`config.mk`:
```
export PLATFORM = sky130hd
export DESIGN_NAME = mem_arb_2r2w_1r1w
export DESIGN_NICKNAME = d
export VERILOG_FILES = /design/src/rtl/mem_arb_2r2w_1r1w.sv
export SDC_FILE = /design/constraint.sdc
export NUM_CORES = 1
export LEC_CHECK = 0
export BUFFER_PORTS_ARGS = -buffer_cell sky130_fd_sc_hd__buf_2
export CAP_MARGIN = 20
export CORE_AREA = 8 8 125 127
export DETAILED_ROUTE_END_ITERATION = 16
export DIE_AREA = 0 0 133 135
export PLACE_DENSITY = 0.69
export RECOVER_POWER = 100
export SLEW_MARGIN = 20
export SYNTH_ARGS = -nofsm -noshare
export SYNTH_HDL_FRONTEND = slang
export SYNTH_SLANG_ARGS = --single-unit
```
`constraint.sdc`:
```
create_clock -name clk -period 1.7 [get_ports clk]
set_input_delay 0.34 -clock clk [delete_from_list [all_inputs] [get_ports clk]]
set_output_delay 0.34 -clock clk [all_outputs]
set_load 0.005 [all_outputs]
```
`src/rtl/mem_arb_2r2w_1r1w.sv`:
```
// rtl/mem_arb_2r2w_1r1w.sv - two-read/two-write round-robin arbiter onto one 1R1W memory
// Range-screens granted commands and tags reads so data returns to its requester.
module mem_arb_2r2w_1r1w #(
  parameter int AW      = 10,
  parameter int DW      = 32,
  parameter int WORDS   = 1024,
  parameter int BANKS   = 1,
  parameter int BAW     = 1,
  parameter int LATENCY = 2
) (
  input  logic           clk,
  input  logic           rst,
  input  logic           rd_req_0,
  input  logic           rd_req_1,
  input  logic [AW-1:0]  rd_addr_0,
  input  logic [AW-1:0]  rd_addr_1,
  input  logic [BAW-1:0] rd_bank_0,
  input  logic [BAW-1:0] rd_bank_1,
  output logic           rd_gnt_0,
  output logic           rd_gnt_1,
  output logic           rd_vld_0,
  output logic           rd_vld_1,
  output logic           rd_err,
  output logic [DW-1:0]  rd_dout,
  input  logic           wr_req_0,
  input  logic           wr_req_1,
  input  logic [AW-1:0]  wr_addr_0,
  input  logic [AW-1:0]  wr_addr_1,
  input  logic [BAW-1:0] wr_bank_0,
  input  logic [BAW-1:0] wr_bank_1,
  input  logic [DW-1:0]  wr_bw_0,
  input  logic [DW-1:0]  wr_bw_1,
  input  logic [DW-1:0]  wr_din_0,
  input  logic [DW-1:0]  wr_din_1,
  output logic           wr_gnt_0,
  output logic           wr_gnt_1,
  output logic           wr_err,
  output logic           err_stky,
  output logic           mem_read,
  output logic [AW-1:0]  mem_raddr,
  output logic [BAW-1:0] mem_rbank,
  input  logic [DW-1:0]  mem_dout,
  output logic           mem_write,
  output logic [AW-1:0]  mem_waddr,
  output logic [BAW-1:0] mem_wbank,
  output logic [DW-1:0]  mem_bw,
  output logic [DW-1:0]  mem_din
);

  localparam logic [31:0] LP_WORDS = 32'(WORDS);
  localparam logic [31:0] LP_BANKS = 32'(BANKS);

  typedef struct packed {
    logic vld;
    logic id;
    logic err;
  } tag_t;

  logic           r_rd_rr;
  logic           r_wr_rr;
  tag_t           r_tag [LATENCY+1];
  logic           r_err_stky;
  logic           w_rd_any;
  logic           w_wr_any;
  logic [AW-1:0]  w_rd_addr;
  logic [BAW-1:0] w_rd_bank;
  logic [AW-1:0]  w_wr_addr;
  logic [BAW-1:0] w_wr_bank;
  logic           w_rd_oor;
  logic           w_wr_oor;
  tag_t           w_out;

  // A client wins when it is the only requester or the pointer names it.
  assign rd_gnt_0 = ~rst & rd_req_0 & (~rd_req_1 | ~r_rd_rr);
  assign rd_gnt_1 = ~rst & rd_req_1 & (~rd_req_0 |  r_rd_rr);
  assign wr_gnt_0 = ~rst & wr_req_0 & (~wr_req_1 | ~r_wr_rr);
  assign wr_gnt_1 = ~rst & wr_req_1 & (~wr_req_0 |  r_wr_rr);

  assign w_rd_any  = rd_gnt_0 | rd_gnt_1;
  assign w_wr_any  = wr_gnt_0 | wr_gnt_1;
  assign w_rd_addr = rd_gnt_1 ? rd_addr_1 : rd_addr_0;
  assign w_rd_bank = rd_gnt_1 ? rd_bank_1 : rd_bank_0;
  assign w_wr_addr = wr_gnt_1 ? wr_addr_1 : wr_addr_0;
  assign w_wr_bank = wr_gnt_1 ? wr_bank_1 : wr_bank_0;
  assign w_rd_oor  = (32'(w_rd_addr) >= LP_WORDS) || (32'(w_rd_bank) >= LP_BANKS);
  assign w_wr_oor  = (32'(w_wr_addr) >= LP_WORDS) || (32'(w_wr_bank) >= LP_BANKS);

  always_ff @(posedge clk) begin
    if (rst) begin
      r_rd_rr    <= 1'b0;
      r_wr_rr    <= 1'b0;
      mem_read   <= 1'b0;
      mem_raddr  <= '0;
      mem_rbank  <= '0;
      mem_write  <= 1'b0;
      mem_waddr  <= '0;
      mem_wbank  <= '0;
      mem_bw     <= '0;
      mem_din    <= '0;
      wr_err     <= 1'b0;
      r_err_stky <= 1'b0;
    end else begin
      // Pointer moves to the loser, i.e. away from whoever was just served.
      if (w_rd_any) r_rd_rr <= rd_gnt_0;
      if (w_wr_any) r_wr_rr <= wr_gnt_0;
      mem_read  <= w_rd_any & ~w_rd_oor;
      mem_write <= w_wr_any & ~w_wr_oor;
      wr_err    <= w_wr_any & w_wr_oor;
      if (w_rd_any && !w_rd_oor) begin
        mem_raddr <= w_rd_addr;
        mem_rbank <= w_rd_bank;
      end
      if (w_wr_any && !w_wr_oor) begin
        mem_waddr <= w_wr_addr;
        mem_wbank <= w_wr_bank;
        mem_bw    <= wr_gnt_1 ? wr_bw_1  : wr_bw_0;
        mem_din   <= wr_gnt_1 ? wr_din_1 : wr_din_0;
      end
      r_err_stky <= r_err_stky | rd_err | wr_err;
    end
  end

  // Stage 0 lines up with mem_read; stage LATENCY lines up with mem_dout.
  always_ff @(posedge clk) begin
    if (rst) begin
      for (int i = 0; i <= LATENCY; i++) r_tag[i] <= '0;
    end else begin
      r_tag[0] <= '{vld: w_rd_any, id: rd_gnt_1, err: w_rd_oor};
      for (int i = 1; i <= LATENCY; i++) r_tag[i] <= r_tag[i-1];
    end
  end

  assign w_out    = r_tag[LATENCY];
  assign rd_vld_0 = w_out.vld & ~w_out.id;
  assign rd_vld_1 = w_out.vld &  w_out.id;
  assign rd_err   = w_out.vld &  w_out.err;
  assign rd_dout  = (w_out.vld && !w_out.err) ? mem_dout : '0;
  assign err_stky = r_err_stky;

endmodule

```
==> impl_metrics.env <==
export IMPL_cts_tree="yes"
export IMPL_met1_usage=0.1889
export IMPL_crit_path_end_kind="output pin"
export IMPL_p_seq_frac=0.444
export IMPL_port_buffer_count=338
export IMPL_cts_num_sinks=101
export IMPL_area_growth_syn_to_layout_pct=44.71
export IMPL_hold_violations=0
export IMPL_path_clk_slew_ps=70
export IMPL_final_common_cell="buf_2"
export IMPL_fmax_ghz=0.6212
export IMPL_cp_required_ps=1360
export IMPL_worstPathArrival_ps=1270
export IMPL_drive_gt1_frac=0.4236
export IMPL_max_slew_worst_pin_slew_ps=740.6
export IMPL_synth_xor_area_share=0
export IMPL_clk_latency_ps=340
export IMPL_yosysUniqueCellTypes=24
export IMPL_wirelength_um=15990
export IMPL_drcViolationCount=0
export IMPL_synth_simple_area_share=0.08568
export IMPL_io_pins=339
export IMPL_grt_pass1_vias=4539
export IMPL_drt_pass1_iter_count=6
export IMPL_synth_compound_area_frac=0.2397
export IMPL_initial_core_util=0.3390
export IMPL_grtUsageMet2=0.2863
export IMPL_syn_inst=378
export IMPL_h_tree_depth=3
export IMPL_die_h_um=135
export IMPL_clk_path_buf_depth=2
export IMPL_grt_pass1_wl_um=24280
export IMPL_worst_slack_ps=90.11
export IMPL_num_vias=4200
export IMPL_path_class="reg2out"
export IMPL_rsz0062_at_grt="no"
export IMPL_wl_per_cell_um=17.75
export IMPL_synthArstFlopShare=0
export IMPL_p_switching_mw=1.478
export IMPL_synthMuxAreaShare=0.1844
export IMPL_busiest_layer="met2"
export IMPL_hp_class="in2reg"
export IMPL_worst_path_max_delay_cell="dfxtp_2"
export IMPL_cts_made_buffers=9
export IMPL_power_density_nw_per_um2=891.0
export IMPL_crit_chain="nand2b_4 -> nand3b_4 -> buf_12 -> inv_1 -> buf_2"
export IMPL_dp_final_hpwl_um=12830
export IMPL_drt_first_iter_violations=203
export IMPL_cp_slowest_stage_delay_ps=360
export IMPL_die_x_um=133
export IMPL_synth_flop_cell="dfxtp_1"
export IMPL_global_route_usage_met3=0.06835
export IMPL_avgSynthCellArea_um2=12.21
export IMPL_place_congestion=0.8406
export IMPL_power_frac_clock=0.387
export IMPL_finClkSkew_ps=6.539
export IMPL_viasPerCell=4.661
export IMPL_ir_worst_vdd_mv=0.5474
export IMPL_grt_total_usage=0.1678
export IMPL_rows=43
export IMPL_power_internal_mw=4.472
export IMPL_synth_nets=588
export IMPL_critPathMaxFanout=6
export IMPL_fin_crit_sh=0.9470
export IMPL_grt_ovfl_total=0
export IMPL_antenna_left=0
export IMPL_yosysSeqAreaShare=0.4382
export IMPL_synth_fa_ha_area_frac=0
export IMPL_pre_cts_slack_ps=31.41
export IMPL_final_cell_mix="buf_2, clkbuf_1, dfxtp_1, mux2i_1, o2bb2ai_1"
export IMPL_report_final_setup_viol=0
export IMPL_maxSlewHeadroom=0.5045
export IMPL_max_cap_violations=0
export IMPL_synth_seq_cells=101
export IMPL_die_area_um2=17960
export IMPL_power_frac_comb=0.169
export IMPL_clockRootBuffer="clkbuf_16"
export IMPL_cp_top_family="flip-flops"
export IMPL_core_um2=13610
export IMPL_fin_nets=925
export IMPL_synth_top_family_by_area="compound AO/OA/AOI/OAI gates"
export IMPL_status="completed"
export IMPL_antenna_found_initial=0
export IMPL_final_area_um2=6678
export IMPL_switching_share=0.2484
export IMPL_dp_cells=878
export IMPL_dpl_cell_area_um2=6506
export IMPL_p_leak_nw=3.372
export IMPL_slew_viol_final=0
export IMPL_n_fill_cell=1325
export IMPL_synthesis_area_um2=4614
export IMPL_fin_crit_ps=1610
export IMPL_start_kind="flip-flop"
export IMPL_grt_max_degree=40
export IMPL_synth_edf_count=0
export IMPL_final_cells=901
export IMPL_crit_buf_inv=3
export IMPL_finalSetupTns_ps=0
export IMPL_synth_warnings=0
synthesized netlist by cell type, types with 2 or more instances:
library cell,count,share of area
clkbuf_1,8,0.0065
o2bb2ai_1,36,0.068
buf_6,12,0.029
nand3_1,2,0.0022
inv_1,5,0.0041
dfxtp_1,101,0.44
nor3b_1,2,0.0033
nand2b_1,5,0.0068
buf_2,9,0.0098
o2bb2ai_2,50,0.16
mux2i_1,85,0.18
nor2_1,6,0.0049
nor2b_1,10,0.014
a21oi_1,3,0.0033
and2_1,34,0.046
a21bo_2,2,0.0043
power by group through the flow:
stage	Combinational [mW]	Sequential [mW]	Clock (mW)
floorplan	0.512	2.70	0
global placement	1.04	2.69	0
detailed placement	1.08	2.69	0
CTS	1.10	2.64	2.37
global route	1.10	2.66	2.46
finish	1.01	2.64	2.30
worst min-delay path, delay by kind of cell:
family | cells | cell delay, ps
buffers and inverters | 1 | 70
AO/OA/AOI/OAI | 1 | 110
multiplexers | 1 | 50
sequential cells by signal (all words and copies together) (netlist names), 9 cells and up:
signal,flops
r_tag,9
mem_waddr,10
mem_bw,32
mem_din,32
mem_raddr,10
path summary, 6_finish.rpt:
path	startpoint	to	slack (ps)	cells past startpoint
setup / recovery	r_wr_rr	wr_gnt_1	90	5
hold / removal	wr_din_1[30]	mem_din[30]	260	3
setup reg to reg	r_rd_rr	mem_raddr[8]	120	5
hold reg to reg	r_tag[0][5]	r_tag[0][8]	440	1
cells by family (layout without fill, tap and decap cells):
kind of cell | Yosys count | after routing
flops | 101 | 101
compound gates | 92 | 92
mux | 85 | 85
simple gates | 64 | 64
buf+inv | 36 | 378
other cells | 0 | 1
routing by layer:
metal,vias up,share of wire
met5,-,0
met4,0,0.013
met3,16,0.087
met2,205,0.49
met1,1907,0.41
li1,2072,-
layout make-up:
class / count / area, um^2 / share of cell area
inverters: 5 / 18.77 / 0.002811
diodes: 1 / 2.502 / 0.0003747
well taps: 180 / 225.2 / 0.03373
clock buffers: 12 / 266.5 / 0.03991
repair buffers: 357 / 1784 / 0.2672
flip-flops and latches: 101 / 2024 / 0.3032
clock inverters: 4 / 77.57 / 0.01162
multi-input cells: 241 / 2278 / 0.3412
through the flow:
stage	util	hold WS, ps	power (mW)
2_1_floorplan	-	413.8	3.210
3_3_place_gp	0.4780	417.2	3.733
3_5_place_dp	0.4780	420.4	3.767
4_1_cts	0.5068	239.5	6.106
5_1_grt	0.4904	258.8	6.211
6_report	0.4906	256.7	5.950
what timing repair did:
action,in CTS,in global routing
setup endpoints to repair,12,33
resized for setup,3,4
hold endpoints to repair,0,0
gates cloned,1,0
setup buffers,1,4
hold buffers,0,0
Power figures use the tool's default switching activity.
